$ cat src/rtl/m58715_pkg.sv
// m58715_pkg: shared types and constants for the M58715 bus responder
// Bus state enum, address widths, idle bus value and strobe vector layout.
package m58715_pkg;
    typedef enum logic [1:0] {IDLE, FETCH_WAIT, FETCH_HOLD, RD_HOLD} bus_state_t;
    localparam int ADDR_LO_W = 8;
    localparam int ADDR_W = 12;
    localparam logic [7:0] IDLE_DB_DEF = 8'hFF;
    // bit positions in the strobe vector {WRn, RDn, PSENn, ALE}
    localparam int STB_ALE = 0;
    localparam int STB_PSEN = 1;
    localparam int STB_RD = 2;
    localparam int STB_WR = 3;
    // idle history: ALE low, active-low strobes high
    localparam logic [3:0] STB_RST_VAL = 4'b1110;
endpackage

$ cat src/rtl/m58715_strobe_sync.sv
// m58715_strobe_sync: registers the MCU bus strobes once and emits edge pulses
// Ports: i_clk/i_rst clock and sync reset; i_stb raw strobe pins;
//        o_lvl registered levels; o_fall/o_rise one-cycle edge pulses.
module m58715_strobe_sync
    import m58715_pkg::*;
#(
    parameter logic [3:0] RST_VAL = STB_RST_VAL
) (
    input  logic       i_clk,
    input  logic       i_rst,
    input  logic [3:0] i_stb,
    output logic [3:0] o_lvl,
    output logic [3:0] o_fall,
    output logic [3:0] o_rise
);
    logic [3:0] r_cur;
    logic [3:0] r_prev;
    logic       r_first;
    // On the first clock after reset the history is seeded from the pins, so a
    // strobe already low at release never looks like a fresh falling edge.
    always_ff @(posedge i_clk) begin
        if (i_rst) begin
            r_cur   <= RST_VAL;
            r_prev  <= RST_VAL;
            r_first <= 1'b1;
        end else begin
            r_cur   <= i_stb;
            r_prev  <= r_first ? i_stb : r_cur;
            r_first <= 1'b0;
        end
    end
    assign o_lvl  = r_cur;
    assign o_fall = r_prev & ~r_cur;
    assign o_rise = ~r_prev & r_cur;
endmodule

$ cat src/rtl/m58715_bus_responder.sv
// m58715_bus_responder: answers M58715 program fetches and MOVX cycles, holds the sound command latch
// Ports: I_CLK/I_RST clock and sync reset; I_ALE/I_PSENn/I_RDn/I_WRn MCU strobes;
//        I_DB/I_P2 multiplexed address/data in; O_DB data back to the MCU;
//        O_ROM_A/I_ROM_D sound ROM; I_CMD_WE/I_CMD_D main-CPU command write;
//        O_INTn MCU interrupt; O_WR_A/O_WR_D/O_WR_STB MOVX write publication.
module m58715_bus_responder
    import m58715_pkg::*;
#(
    parameter int         ROM_LAT = 1,
    parameter logic [7:0] IDLE_DB = IDLE_DB_DEF
) (
    input  logic                 I_CLK,
    input  logic                 I_RST,
    input  logic                 I_ALE,
    input  logic                 I_PSENn,
    input  logic                 I_RDn,
    input  logic                 I_WRn,
    input  logic [7:0]           I_DB,
    input  logic [3:0]           I_P2,
    output logic [7:0]           O_DB,
    output logic [ADDR_W-1:0]    O_ROM_A,
    input  logic [7:0]           I_ROM_D,
    input  logic                 I_CMD_WE,
    input  logic [7:0]           I_CMD_D,
    output logic                 O_INTn,
    output logic [ADDR_LO_W-1:0] O_WR_A,
    output logic [7:0]           O_WR_D,
    output logic                 O_WR_STB
);
    localparam logic [1:0] LAT = 2'(ROM_LAT);
    logic [3:0]        w_lvl;
    logic [3:0]        w_fall;
    logic [3:0]        w_rise;
    logic              w_wr_smp;
    logic              w_unused;
    logic [7:0]        r_db;
    logic [3:0]        r_p2;
    logic [ADDR_W-1:0] r_addr;
    logic [7:0]        r_wr_a;
    logic [7:0]        r_wr_d;
    logic [7:0]        r_odb;
    logic [7:0]        r_cmd;
    logic              r_pending;
    logic [1:0]        r_cnt;
    bus_state_t        r_state;

    m58715_strobe_sync u_sync (
        .i_clk  (I_CLK),
        .i_rst  (I_RST),
        .i_stb  ({I_WRn, I_RDn, I_PSENn, I_ALE}),
        .o_lvl  (w_lvl),
        .o_fall (w_fall),
        .o_rise (w_rise)
    );

    assign w_unused = ^{w_rise[2:0], w_fall[STB_WR], w_lvl[STB_ALE]};

    // Bus and P2 are registered alongside the strobes so the latch takes the
    // values present when ALE fell on the pin.
    always_ff @(posedge I_CLK) begin
        if (I_RST) begin
            r_db   <= '0;
            r_p2   <= '0;
            r_addr <= '0;
        end else begin
            r_db <= I_DB;
            r_p2 <= I_P2;
            if (w_fall[STB_ALE]) r_addr <= {r_p2, r_db};
        end
    end

    // Write data/address are captured on the clock that first samples WRn high,
    // so they are already valid during the strobe cycle that follows.
    assign w_wr_smp = I_WRn & ~w_lvl[STB_WR];

    always_ff @(posedge I_CLK) begin
        if (I_RST) begin
            r_wr_a <= '0;
            r_wr_d <= '0;
        end else if (w_wr_smp) begin
            r_wr_a <= r_addr[ADDR_LO_W-1:0];
            r_wr_d <= I_DB;
        end
    end

    // The fetch branch is tested first so it wins over a simultaneous read;
    // the command write is applied last so its pending set beats a read clear.
    always_ff @(posedge I_CLK) begin
        if (I_RST) begin
            r_state   <= IDLE;
            r_cnt     <= '0;
            r_odb     <= IDLE_DB;
            r_cmd     <= '0;
            r_pending <= 1'b0;
        end else begin
            case (r_state)
                IDLE: begin
                    if (w_fall[STB_PSEN]) begin
                        r_state <= FETCH_WAIT;
                        r_cnt   <= LAT;
                    end else if (w_fall[STB_RD]) begin
                        r_state   <= RD_HOLD;
                        r_odb     <= r_cmd;
                        r_pending <= 1'b0;
                    end
                end
                FETCH_WAIT: begin
                    r_cnt <= r_cnt - 2'd1;
                    if (r_cnt == 2'd1) begin
                        r_odb   <= I_ROM_D;
                        r_state <= FETCH_HOLD;
                    end
                end
                FETCH_HOLD: begin
                    if (w_lvl[STB_PSEN]) begin
                        r_odb   <= IDLE_DB;
                        r_state <= IDLE;
                    end
                end
                RD_HOLD: begin
                    if (w_lvl[STB_RD]) begin
                        r_odb   <= IDLE_DB;
                        r_state <= IDLE;
                    end
                end
                default: r_state <= IDLE;
            endcase
            if (I_CMD_WE) begin
                r_cmd     <= I_CMD_D;
                r_pending <= 1'b1;
            end
        end
    end

    assign O_DB     = r_odb;
    assign O_ROM_A  = r_addr;
    assign O_INTn   = ~r_pending;
    assign O_WR_A   = r_wr_a;
    assign O_WR_D   = r_wr_d;
    assign O_WR_STB = w_rise[STB_WR];
endmodule

$ cat config.mk
export PLATFORM = sky130hd
export DESIGN_NAME = m58715_bus_responder
export DESIGN_NICKNAME = d
export VERILOG_FILES = /design/src/rtl/m58715_pkg.sv /design/src/rtl/m58715_strobe_sync.sv /design/src/rtl/m58715_bus_responder.sv
export SDC_FILE = /design/constraint.sdc
export NUM_CORES = 1
export LEC_CHECK = 0
export CAP_MARGIN = 30
export CORE_UTILIZATION = 44
export CTS_BUF_LIST = sky130_fd_sc_hd__clkbuf_2
export CTS_CLUSTER_DIAMETER = 40
export DETAILED_ROUTE_END_ITERATION = 12
export HOLD_SLACK_MARGIN = 0.06
export PLACE_DENSITY = 0.78
export SETUP_SLACK_MARGIN = 0.5
export SLEW_MARGIN = 20
export SYNTH_ARGS = -nofsm -noshare
export SYNTH_HDL_FRONTEND = slang
export SYNTH_SLANG_ARGS = --single-unit
$ cat constraint.sdc
create_clock -name I_CLK -period 1.1 [get_ports I_CLK]
set_input_delay 0.22 -clock I_CLK [delete_from_list [all_inputs] [get_ports I_CLK]]
set_output_delay 0.22 -clock I_CLK [all_outputs]
set_load 0.03 [all_outputs]
==> run_results.csv, run 1 <==
group,metric,value,unit
routing,wl,7696,um
logic_synthesis,ys_top_cells_by_count,"70 x dfxtp_1, 59 x nand2_1, 31 x a21oi_1, 20 x nor2b_1, 17 x mux2i_1",
clocking,root_buffer,"clkbuf_2",
critical_path,crit_fanout,2,
logic_synthesis,synthCells,259,
logic_synthesis,ys.flop_type,"dfxtp_1",
timing,hold_viol,0,
routing,drtIter0Drc,107,
global_route,antenna_found_initial,0,
logic_synthesis,synth_seq_area_share,55.20,%
finish,final_util,81.08,%
logic_synthesis,synth.most_common_cell,"dfxtp_1",
job,drv_cap,0,
power_and_ir_drop,power,5.672,mW
floorplan,die_h,77.96,um
timing,rsz0062_at_grt,"yes",
timing,tightest_slew,0.3468,ns
logic_synthesis,yosysWarningCount,0,
finish,n_antenna_cell,0,
critical_path,timing.critical_path.max_delay_family,"flip-flops",
logic_synthesis,ys_ff_latch,70,
routing,antenna_left,0,
critical_path,worst_setup_path_start_kind,"register",
clocking,cts_hold_buffers,0,
clocking,cts_buffer_depth,2,
finish,nNetsFinal,405,
run_status,status,"finished, violations left",
floorplan,start_util,45.82,%
logic_synthesis,synthesis.area,0.002539,mm2
clocking,cts_tree,"done",
finish,drive_gt1_share,63.10,%
critical_path,crit_path_end_kind,"output pin",
routing,firstDrtPassIters,4,
critical_path,worstPathCellList,"nor2b_4 > buf_6",
logic_synthesis,synthArstFlopShare,0,%
timing,fin_ws,-0.2180,ns
logic_synthesis,syn_nets,295,
floorplan,ios,73,
routing,route.detailed.drc,0,
floorplan,std_cell_rows,27,
timing,setup_viol_count_final,64,
run_status,violations,"setup timing",
routing,wl_per_cell,17.26,um
timing,maxSlewViolCount,0,
routing,via_count,2303,
logic_synthesis,yosysTopAreaCell,"dfxtp_1",
logic_synthesis,syn_area_per_cell,9.802,um2
clocking,clkLatencyLatePin,0.50,ns
timing,finalCritPeriodShare,119.8,%
finish,syn_to_final_growth,76.93,%
timing,finalCriticalPeriod,1.318,ns
critical_path,slowest_delay,0.36,ns
global_route,grt_pass1_vias,2301,
floorplan,dieArea,0.006078,mm2
timing,fmaxAchievable,0.7587,GHz
placed_design,gp_congestion,0.7307,
power_and_ir_drop,powerDensity,1263,mW/mm2
floorplan,chipWidth,77.96,um
timing,slew_headroom,76.88,%
placed_design,io_buffers,72,
worst_hold_path,hold_class,"input port to register",
power_and_ir_drop,leakage,1.896,nW
global_route,gr-total-overflow,0,
placed_design,hpwl,3817,um
timing,tns,-7.256,ns
timing,fin_skew,0.02865,ns
clocking,cts_sinks,70,
global_route,grt_pass1_wl,10870,um
clocking,cts_buffers,9,
critical_path,crit_buf_inv,1,
routing,vias_per_cell,5.164,
critical_path,critPathSlowestCell,"dfxtp_2",
critical_path,required,0.88,ns
logic_synthesis,synth_cell_type_count,24,
global_route,gr-usage-all-layers,23.37,%
critical_path,critPathKind,"register to output pin",
floorplan,core,0.005540,mm2
power_and_ir_drop,peakVddDrop,1053,uV
logic_synthesis,synth.area.top_cells,"dfxtp_1 55%, nand2_1 8.7%, mux2i_1 6.7%",
critical_path,crit_arrival,1.10,ns
global_route,grt_max_degree,39,
finish,final_cell_count_no_fill,446,
clocking,cts_max_level,3,
placed_design,dp_cells,401,
logic_synthesis,yosysTopAreaCellShare,55.20,%
clocking,clk_pin_slew,0.18,ns
logic_synthesis,synth-edff-count,0,
==> metrics by stage <==
step,hold slack (ns),instance area [um2],setup slack (ns)
finish,0.1236,4492,-0.2180
global route,0.09285,4492,-0.2938
CTS,0.09271,4163,-0.2330
detailed placement,0.4145,3472,-0.2424
global placement,0.4092,3472,-0.1982
floorplan,0.2477,2798,-0.03536
==> power breakdown <==
| group | internal (mW) | total (mW) | switching (mW) |
|---|---|---|---|
| sequential | 2.63 | 2.75 | 0.125 |
| clock | 0.759 | 1.70 | 0.939 |
| combinational | 0.674 | 1.22 | 0.548 |
==> sequential cells by signal, summed over array words and instances (netlist names) <==
name	cells
O_ROM_A	12
O_DB	8
O_WR_A	8
O_WR_D	8
r_cmd	8
r_db	8
r_p2	4
u_sync.o_lvl	4
u_sync.r_prev	4
r_cnt	2
r_state	2
r_pending	1
u_sync.r_first	1
==> path summary, 6_finish.rpt <==
check,from,end,slack (ns),depth (start not counted)
hold / removal,I_RST,u_sync.r_first,0.12,2
setup reg to reg,r_state[0],O_DB[4],-0.18,4
setup / recovery,u_sync.o_lvl[3],O_WR_STB,-0.22,2
hold reg to reg,r_db[6],O_ROM_A[6],0.44,2
==> what timing repair did <==
item,in CTS,in global routing
setup buffers,17,8
gates cloned,4,0
endpoints found under the setup margin,92,91
resized for setup,95,69
pin swaps,18,20
==> kinds of logic (layout without fill, tap and decap cells) <==
| family | count (synthesis) | after routing | share of synthesized area (%) |
|---|---|---|---|
| and+or+nand+nor | 100 | 101 | 19.17 |
| DFF | 70 | 70 | 55.20 |
| AOI/OAI and AO/OA | 51 | 51 | 14.24 |
| buffers and inverters | 20 | 134 | 4.189 |
| muxes | 17 | 17 | 6.703 |
| adders and majority gates | 1 | 1 | 0.4928 |
==> cells in the final DEF (no fill, tap or decap), types with 2 or more instances in the layout <==
cell,Yosys,layout
inv_1,4,2
a211o_1,3,3
nand2b_4,0,5
clkdlybuf4s50_1,0,32
nor2b_4,2,7
buf_6,3,45
nor2_1,9,9
dfxtp_1,70,17
clkbuf_2,0,10
buf_12,0,7
dfxtp_4,0,41
mux2i_1,17,16
nand2_4,0,16
dfxtp_2,0,12
buf_4,0,25
a21oi_4,3,3
a2bb2oi_2,0,6
bufinv_16,0,2
nand2_1,59,31
nand2_2,0,12
or2_1,4,4
a21oi_1,31,5
a21oi_2,0,26
nor2b_1,20,14
o21ai_2,0,2
a2bb2oi_1,8,2
==> routing by layer <==
| layer | routed length, um | GRT usage (%) | share of wire (%) |
|---|---|---|---|
| met1 | 3046 | 25.11 | 40 |
| met3 | 354 | 5.529 | 4.6 |
| met2 | 4029 | 43.81 | 52 |
| met4 | 265 | 9.074 | 3.4 |
| met5 | 0 | 0 | 0 |
==> cell type report <==
type / count / area (um2)
inverters: 4 / 17.52
well taps: 72 / 90.09
clock inverters: 6 / 85.08
clock buffers: 10 / 50.05
fillers: 294 / 1049
flip-flops and latches: 70 / 1570
repair buffers: 114 / 1242
multi-input cells: 170 / 1436
No activity file was read; power rests on OpenSTA's default activity.
==> inputs of run 2 (changes only) <==
- CAP_MARGIN: 30 -> unset
==> results of run 2 <==
The final DEF is identical to that of run 1; final timing and power are the same.
